[src/rtl/irig_event_stamp.sv]
// irig_event_stamp
// Timestamps rising edges of an asynchronous event strobe against the current
// IRIG time and queues the 64-bit words in a first-word-fall-through FIFO.
//
// Ports:
//   clk, rst          system clock, synchronous active-high reset
//   en                capture enable (0 forces IDLE)
//   event_in          asynchronous event strobe, rising edge = capture request
//   sec, min, hr, day current time fields from the IRIG time stage
//   subsec            clk cycles since the last pps
//   bcd_valid         time fields are locked and valid
//   m_tdata/m_tvalid  FIFO head word / FIFO not empty
//   m_tready          consumer accepts the head word
//   level             FIFO occupancy, 0..DEPTH
//   drop_count        saturating count of events lost to a full FIFO
//   state_out         FSM state: IDLE=0, ARMED=1, HOLD=2
module irig_event_stamp #(
    parameter int DEPTH   = 8,
    parameter int HOLDOFF = 16
) (
    input  logic        clk,
    input  logic        rst,
    input  logic        en,
    input  logic        event_in,
    input  logic [5:0]  sec,
    input  logic [5:0]  min,
    input  logic [4:0]  hr,
    input  logic [8:0]  day,
    input  logic [31:0] subsec,
    input  logic        bcd_valid,
    output logic [63:0] m_tdata,
    output logic        m_tvalid,
    input  logic        m_tready,
    output logic [6:0]  level,
    output logic [15:0] drop_count,
    output logic [1:0]  state_out
);

    localparam int AW = (DEPTH > 1) ? $clog2(DEPTH) : 1;
    localparam int CW = (HOLDOFF > 1) ? $clog2(HOLDOFF) : 1;
    localparam logic [6:0]    LVL_FULL  = 7'(DEPTH);
    localparam logic [CW-1:0] HOLD_LOAD = CW'(HOLDOFF - 1);

    typedef enum logic [1:0] {
        ST_IDLE  = 2'd0,
        ST_ARMED = 2'd1,
        ST_HOLD  = 2'd2
    } state_t;

    state_t          r_state;
    logic [CW-1:0]   r_cnt;
    logic            r_sync1;
    logic            r_sync2;
    logic            r_hist;
    logic [1:0]      r_warm;
    logic [63:0]     r_mem [DEPTH];
    logic [AW-1:0]   r_wptr;
    logic [AW-1:0]   r_rptr;
    logic [6:0]      r_level;
    logic            r_valid;
    logic [15:0]     r_drop;

    logic            w_rise;
    logic            w_cap;
    logic            w_full;
    logic            w_pop;
    logic            w_push;
    logic            w_drop;
    logic [63:0]     w_word;
    logic [6:0]      w_level_nxt;

    // Synchronizer, history flop and post-reset warm-up counter.
    // The warm-up counter masks detection until the synchronizer holds two
    // genuine post-reset samples, so a level held high through reset release
    // is not mistaken for a rising edge.
    always_ff @(posedge clk) begin
        if (rst) begin
            r_sync1 <= 1'b0;
            r_sync2 <= 1'b0;
            r_hist  <= 1'b0;
            r_warm  <= 2'd0;
        end else begin
            r_sync1 <= event_in;
            r_sync2 <= r_sync1;
            r_hist  <= r_sync2;
            r_warm  <= (r_warm == 2'd3) ? r_warm : (r_warm + 2'd1);
        end
    end

    // Detection, capture decision and next FIFO occupancy.
    always_comb begin
        w_rise = r_sync2 & ~r_hist & (r_warm == 2'd3);
        w_cap  = (r_state == ST_ARMED) & w_rise;
        w_full = (r_level == LVL_FULL);
        w_pop  = r_valid & m_tready;
        // A full FIFO still accepts the word when the head leaves this cycle.
        w_push = w_cap & (~w_full | w_pop);
        w_drop = w_cap & ~w_push;
        w_word = {bcd_valid, 5'b00000, day, hr, min, sec, subsec};
        case ({w_push, w_pop})
            2'b10:   w_level_nxt = r_level + 7'd1;
            2'b01:   w_level_nxt = r_level - 7'd1;
            default: w_level_nxt = r_level;
        endcase
    end

    // Capture FSM with holdoff counter.
    always_ff @(posedge clk) begin
        if (rst) begin
            r_state <= ST_IDLE;
            r_cnt   <= '0;
        end else if (!en) begin
            r_state <= ST_IDLE;
            r_cnt   <= '0;
        end else begin
            case (r_state)
                ST_IDLE: begin
                    r_state <= ST_ARMED;
                end
                ST_ARMED: begin
                    if (w_rise) begin
                        r_state <= ST_HOLD;
                        r_cnt   <= HOLD_LOAD;
                    end else begin
                        r_state <= ST_ARMED;
                    end
                end
                ST_HOLD: begin
                    if (r_cnt == '0) begin
                        r_state <= ST_ARMED;
                    end else begin
                        r_cnt <= r_cnt - CW'(1);
                    end
                end
                default: begin
                    r_state <= ST_IDLE;
                    r_cnt   <= '0;
                end
            endcase
        end
    end

    // FIFO storage; contents are don't-care while empty, so no reset.
    always_ff @(posedge clk) begin
        if (w_push) begin
            r_mem[r_wptr] <= w_word;
        end
    end

    // FIFO pointers, occupancy, valid flag and drop counter.
    always_ff @(posedge clk) begin
        if (rst) begin
            r_wptr  <= '0;
            r_rptr  <= '0;
            r_level <= 7'd0;
            r_valid <= 1'b0;
            r_drop  <= 16'd0;
        end else begin
            if (w_push) begin
                r_wptr <= r_wptr + AW'(1);
            end
            if (w_pop) begin
                r_rptr <= r_rptr + AW'(1);
            end
            r_level <= w_level_nxt;
            r_valid <= (w_level_nxt != 7'd0);
            if (w_drop && (r_drop != 16'hFFFF)) begin
                r_drop <= r_drop + 16'd1;
            end
        end
    end

    assign m_tdata    = r_mem[r_rptr];
    assign m_tvalid   = r_valid;
    assign level      = r_level;
    assign drop_count = r_drop;
    assign state_out  = r_state;

endmodule

[config.mk]
export PLATFORM = sky130hd
export DESIGN_NAME = irig_event_stamp
export DESIGN_NICKNAME = d
export VERILOG_FILES = /design/src/rtl/irig_event_stamp.sv
export SDC_FILE = /design/constraint.sdc
export NUM_CORES = 1
export LEC_CHECK = 0
export BUFFER_PORTS_ARGS = -buffer_cell sky130_fd_sc_hd__buf_2
export CAP_MARGIN = 10
export CORE_MARGIN = 2
export CORE_UTILIZATION = 50
export CTS_BUF_LIST = sky130_fd_sc_hd__clkbuf_16
export DETAILED_ROUTE_END_ITERATION = 7
export PLACE_DENSITY_LB_ADDON = 0.1
export SYNTH_ARGS = -nofsm -noshare
export SYNTH_HDL_FRONTEND = slang
export SYNTH_SLANG_ARGS = --single-unit
export TNS_END_PERCENT = 100
[constraint.sdc]
create_clock -name clk -period 19.1 [get_ports clk]
set_clock_uncertainty 0.2 [all_clocks]
set_input_delay 3.82 -clock clk [delete_from_list [all_inputs] [get_ports clk]]
set_output_delay 3.82 -clock clk [all_outputs]
set_load 0.01 [all_outputs]
==> impl_results.md <==
* Commonest cells after routing, fill and taps aside: edfxtp_1, buf_2, mux4_2
* Initial drt markers at between 600 and 700
* Antenna Nets Post-Route at 0
* Post-route setup TNS at 0 ns
* Post-Synthesis Cells at ~950
* Max VDD drop at ~0.000061 V
* Die area at ~0.042 mm²
* Post-DP HPWL at between 20000 and 25000 µm
* Status: finished, final reports clean
* Die Wd at 204 µm
* Pwr dens at between 100 and 150 mW/mm²
* Ys Warns at 0
* Vias in the first global route at 9877
* Final setup vio count at 0
* Sw frac at between 20 and 25%
* Setup Buffers After CTS at 0
* Critical Path End Type: primary output
* Cell family with most CP delay: buffers and inverters
* Comb pwr share at 10.6%
* Flops & latches, synth at 516
* Worst Hold Depth at 1
* Clk buf depth at 3
* Final-report hold violation count at 0
* EDFF count, synth at around 470
* Clock insertion delay at the later pin of the skew report at ~0.58 ns
* Leakage at around 7.5 nW
* Grt ovf at 0
* Global Route Usage Sum at between 10% and 20%
* Post-synth ARST share at 0%
* Dominant synthesized flop cell: edfxtp_1
* Sequential share of power at 49.9%
* Largest family of logic cells by synthesized area: multiplexers
* Ports at ~150
* Core region area at ~0.04 mm²
* Clk pin slew, worst setup/hold paths at 0.06 ns
* Slowest CP cell: buf_4
* R2r worst-path depth at 6
* Critical Path Fanout Max at 49
* CP dominant cell by count: buf_4
* RSZ-0062 raised after global routing: no
* Cts repair resizes at 0
* Adder-cell share of the synthesized area at 0.975%
* Post-synth cell types at between 50 and 60
* Internal power component at roughly 0.0020 W
* Final Cycle Share at a little over two fifths
* Clock power share at 39.5%
* Crit path time final at between 8 and 9 ns
* Crit path launch type: flop
* Layout cells sized above 1 at 37.7%
* XOR/XNOR Fraction of Synth Area at 1.09%
* Layout net count at roughly 1200
* Vias per inst at approximately 5.6
* Simple-Gate Fraction of Synth Area at 3.28%
* R2r startpoint: state_out[0]
* WHS Endpoint: r_sync2
* CTS tree: yes
* Critical Path, Cell by Cell: buf_4, buf_4, mux4_2, mux2_2, buf_2
* Max incr delay on CP at about 0.86 ns
* Mapped Avg Cell Area at about 21 µm²
* Slew HR at between 20% and 30%
* Die Y at 204 µm
* Root Driver: clkbuf_16
* Clk sinks at between 500 and 600
* RR Endpoint: r_mem[6][16]
* Buffers and inverters on the worst path at 3
* Synth Area in Compound Gates at around 1.2%
* Drt drc at 0
* Crit path kind: flop to primary output
* PnR Total Power at roughly 0.0025 W
* CP required at between 15 and 20 ns
* Synth Cell Area at roughly 0.020 mm²
* Setup slack after layout at between 10 and 15 ns
* CTS buffer count at 52
* Most common cell after layout, fill and taps aside: edfxtp_1
* Total number of vias at 9505
* Worst Path Arrival at 4.15 ns
* Initial core utilization at roughly 50%
* Port Buf Inserts at 148
* Wire per inst at 23.3 µm
* Post-place setup slack at ~11 ns
* Hold Path Origin: r_sync1
* Mux cell area share after synthesis at between 15 and 20%
* Max Cap Viol at 0
* Antenna violations before repair at 5
* R2R setup slack at between 15 and 20 ns
* First-pass GRT wire length at between 50000 and 60000 µm
* Largest net degree at the start of global routing at 61
* Max Slew Vio Count at 0
* Sequential fraction of the synthesis area at approximately 75%
* GP Congestion at about 0.75
* CTS Hold Bufs at 0
* Rows at 73
* Hold WC Path Type: flop to flop
* Drt pass-1 iters at 4
* H-tree Lvls at 2
* Switching power at 0.000551 W
* Layout area overhead at 15.3%
* Wirelength, routed at 39500 µm
* Maximum clock rate at roughly 120 MHz
* Worst-Margin Slew at ~1.1 ns
-- logic make-up after synthesis --
logic type	after synthesis
buffers and inverters	53
xor gates and xnor gates	25
adders and majority gates	15
DFF	516
AOI/OAI and AO/OA	34
and+or+nand+nor	128
other	1
muxes	182
-- worst max-delay path by stage --
stage / slack (ns) / startpoint / to / depth (start not counted)
after global routing: 10.51 / flop / m_tdata[19] / 5
after global placement: 11.37 / flop / m_tdata[19] / 5
after CTS: 10.73 / flop / m_tdata[19] / 5
after floorplan: 8.37 / m_tready / r_mem[0][0] / 4
after detailed placement: 11.35 / flop / m_tdata[19] / 5
final: 10.93 / flop / m_tdata[19] / 5
-- power by group through the flow --
stage / Combinational (W) / Clock [W] / Sequential (W)
after floorplan: 0.000213 / 0 / 0.00127
after global placement: 0.000270 / 0 / 0.00128
after detailed placement: 0.000273 / 0 / 0.00128
after CTS: 0.000274 / 0.00102 / 0.00126
after global routing: 0.000292 / 0.00107 / 0.00126
final: 0.000267 / 0.000996 / 0.00126
-- metal layers --
metal	part of all wire, %	global-route usage [%]	wire length [µm]	vias to the layer above
met4	1.9	6.03	764	4
met3	5.4	3.94	2120	56
met1	45	27.8	17800	4964
met2	48	30.5	18800	227
li1	-	-	-	4254
met5	0.076	0	30	-
-- state kept, by name, summed over array words and instances (netlist names), named ones only --
signal / count
m_tvalid: 1
state_out: 2
drop_count: 16
level: 7
r_hist: 1
r_mem: 472
r_sync2: 1
r_rptr: 3
r_wptr: 3
r_sync1: 1
r_cnt: 4
r_warm: 2
-- Yosys cell counts, types with 5 or more instances --
library cell / number / share of area, %
mux2_2: 59 / 3.3
a21oi_1: 13 / 0.33
dfxtp_1: 44 / 4.4
nand3_1: 10 / 0.25
buf_4: 5 / 0.19
buf_2: 15 / 0.38
mux2i_1: 5 / 0.25
nand2_1: 21 / 0.39
inv_1: 7 / 0.13
ha_1: 14 / 0.88
edfxtp_1: 472 / 71
mux4_2: 118 / 13
xor2_1: 19 / 0.83
nor2_1: 48 / 0.90
xnor2_1: 6 / 0.26
nor2b_1: 5 / 0.16
nand4_1: 5 / 0.16
clkbuf_1: 18 / 0.34
nand2b_1: 6 / 0.19
nor3_1: 11 / 0.28
-- per-stage QoR --
step | hold slack [ns] | cells | utilization, % | cell area [µm²]
2_1_floorplan | 0.214 | 958 | - | 20000
3_3_place_gp | 0.256 | 1603 | 53.9 | 21400
3_5_place_dp | 0.270 | 1603 | 53.9 | 21400
4_1_cts | 0.274 | 1695 | 58.2 | 23100
5_1_grt | 0.277 | 1695 | 58.2 | 23100
6_report | 0.264 | 1699 | 58.2 | 23100
-- worst register-to-register path: cells and delay by family (launching register included) --
| family | cells | cell delay (ns) |
|---|---|---|
| AO/OA/AOI/OAI | 1 | 0.39 |
| buffers and inverters | 1 | 0.66 |
| flip-flops | 1 | 0.48 |
| AND/OR/NAND/NOR | 3 | 1.48 |
| adder cells (fa/ha/maj) | 1 | 0.36 |
-- layout make-up --
type / instances / area, µm²
timing repair buffer: 165 / 868
antenna: 4 / 10.0
inverter: 8 / 32.5
multi-input combinational: 389 / 4750
clock inverter: 38 / 329
sequential: 516 / 15100
tap: 525 / 657
clock buffer: 54 / 1350
fill: 2978 / 16600
No activity file was read; power rests on OpenSTA's default activity.
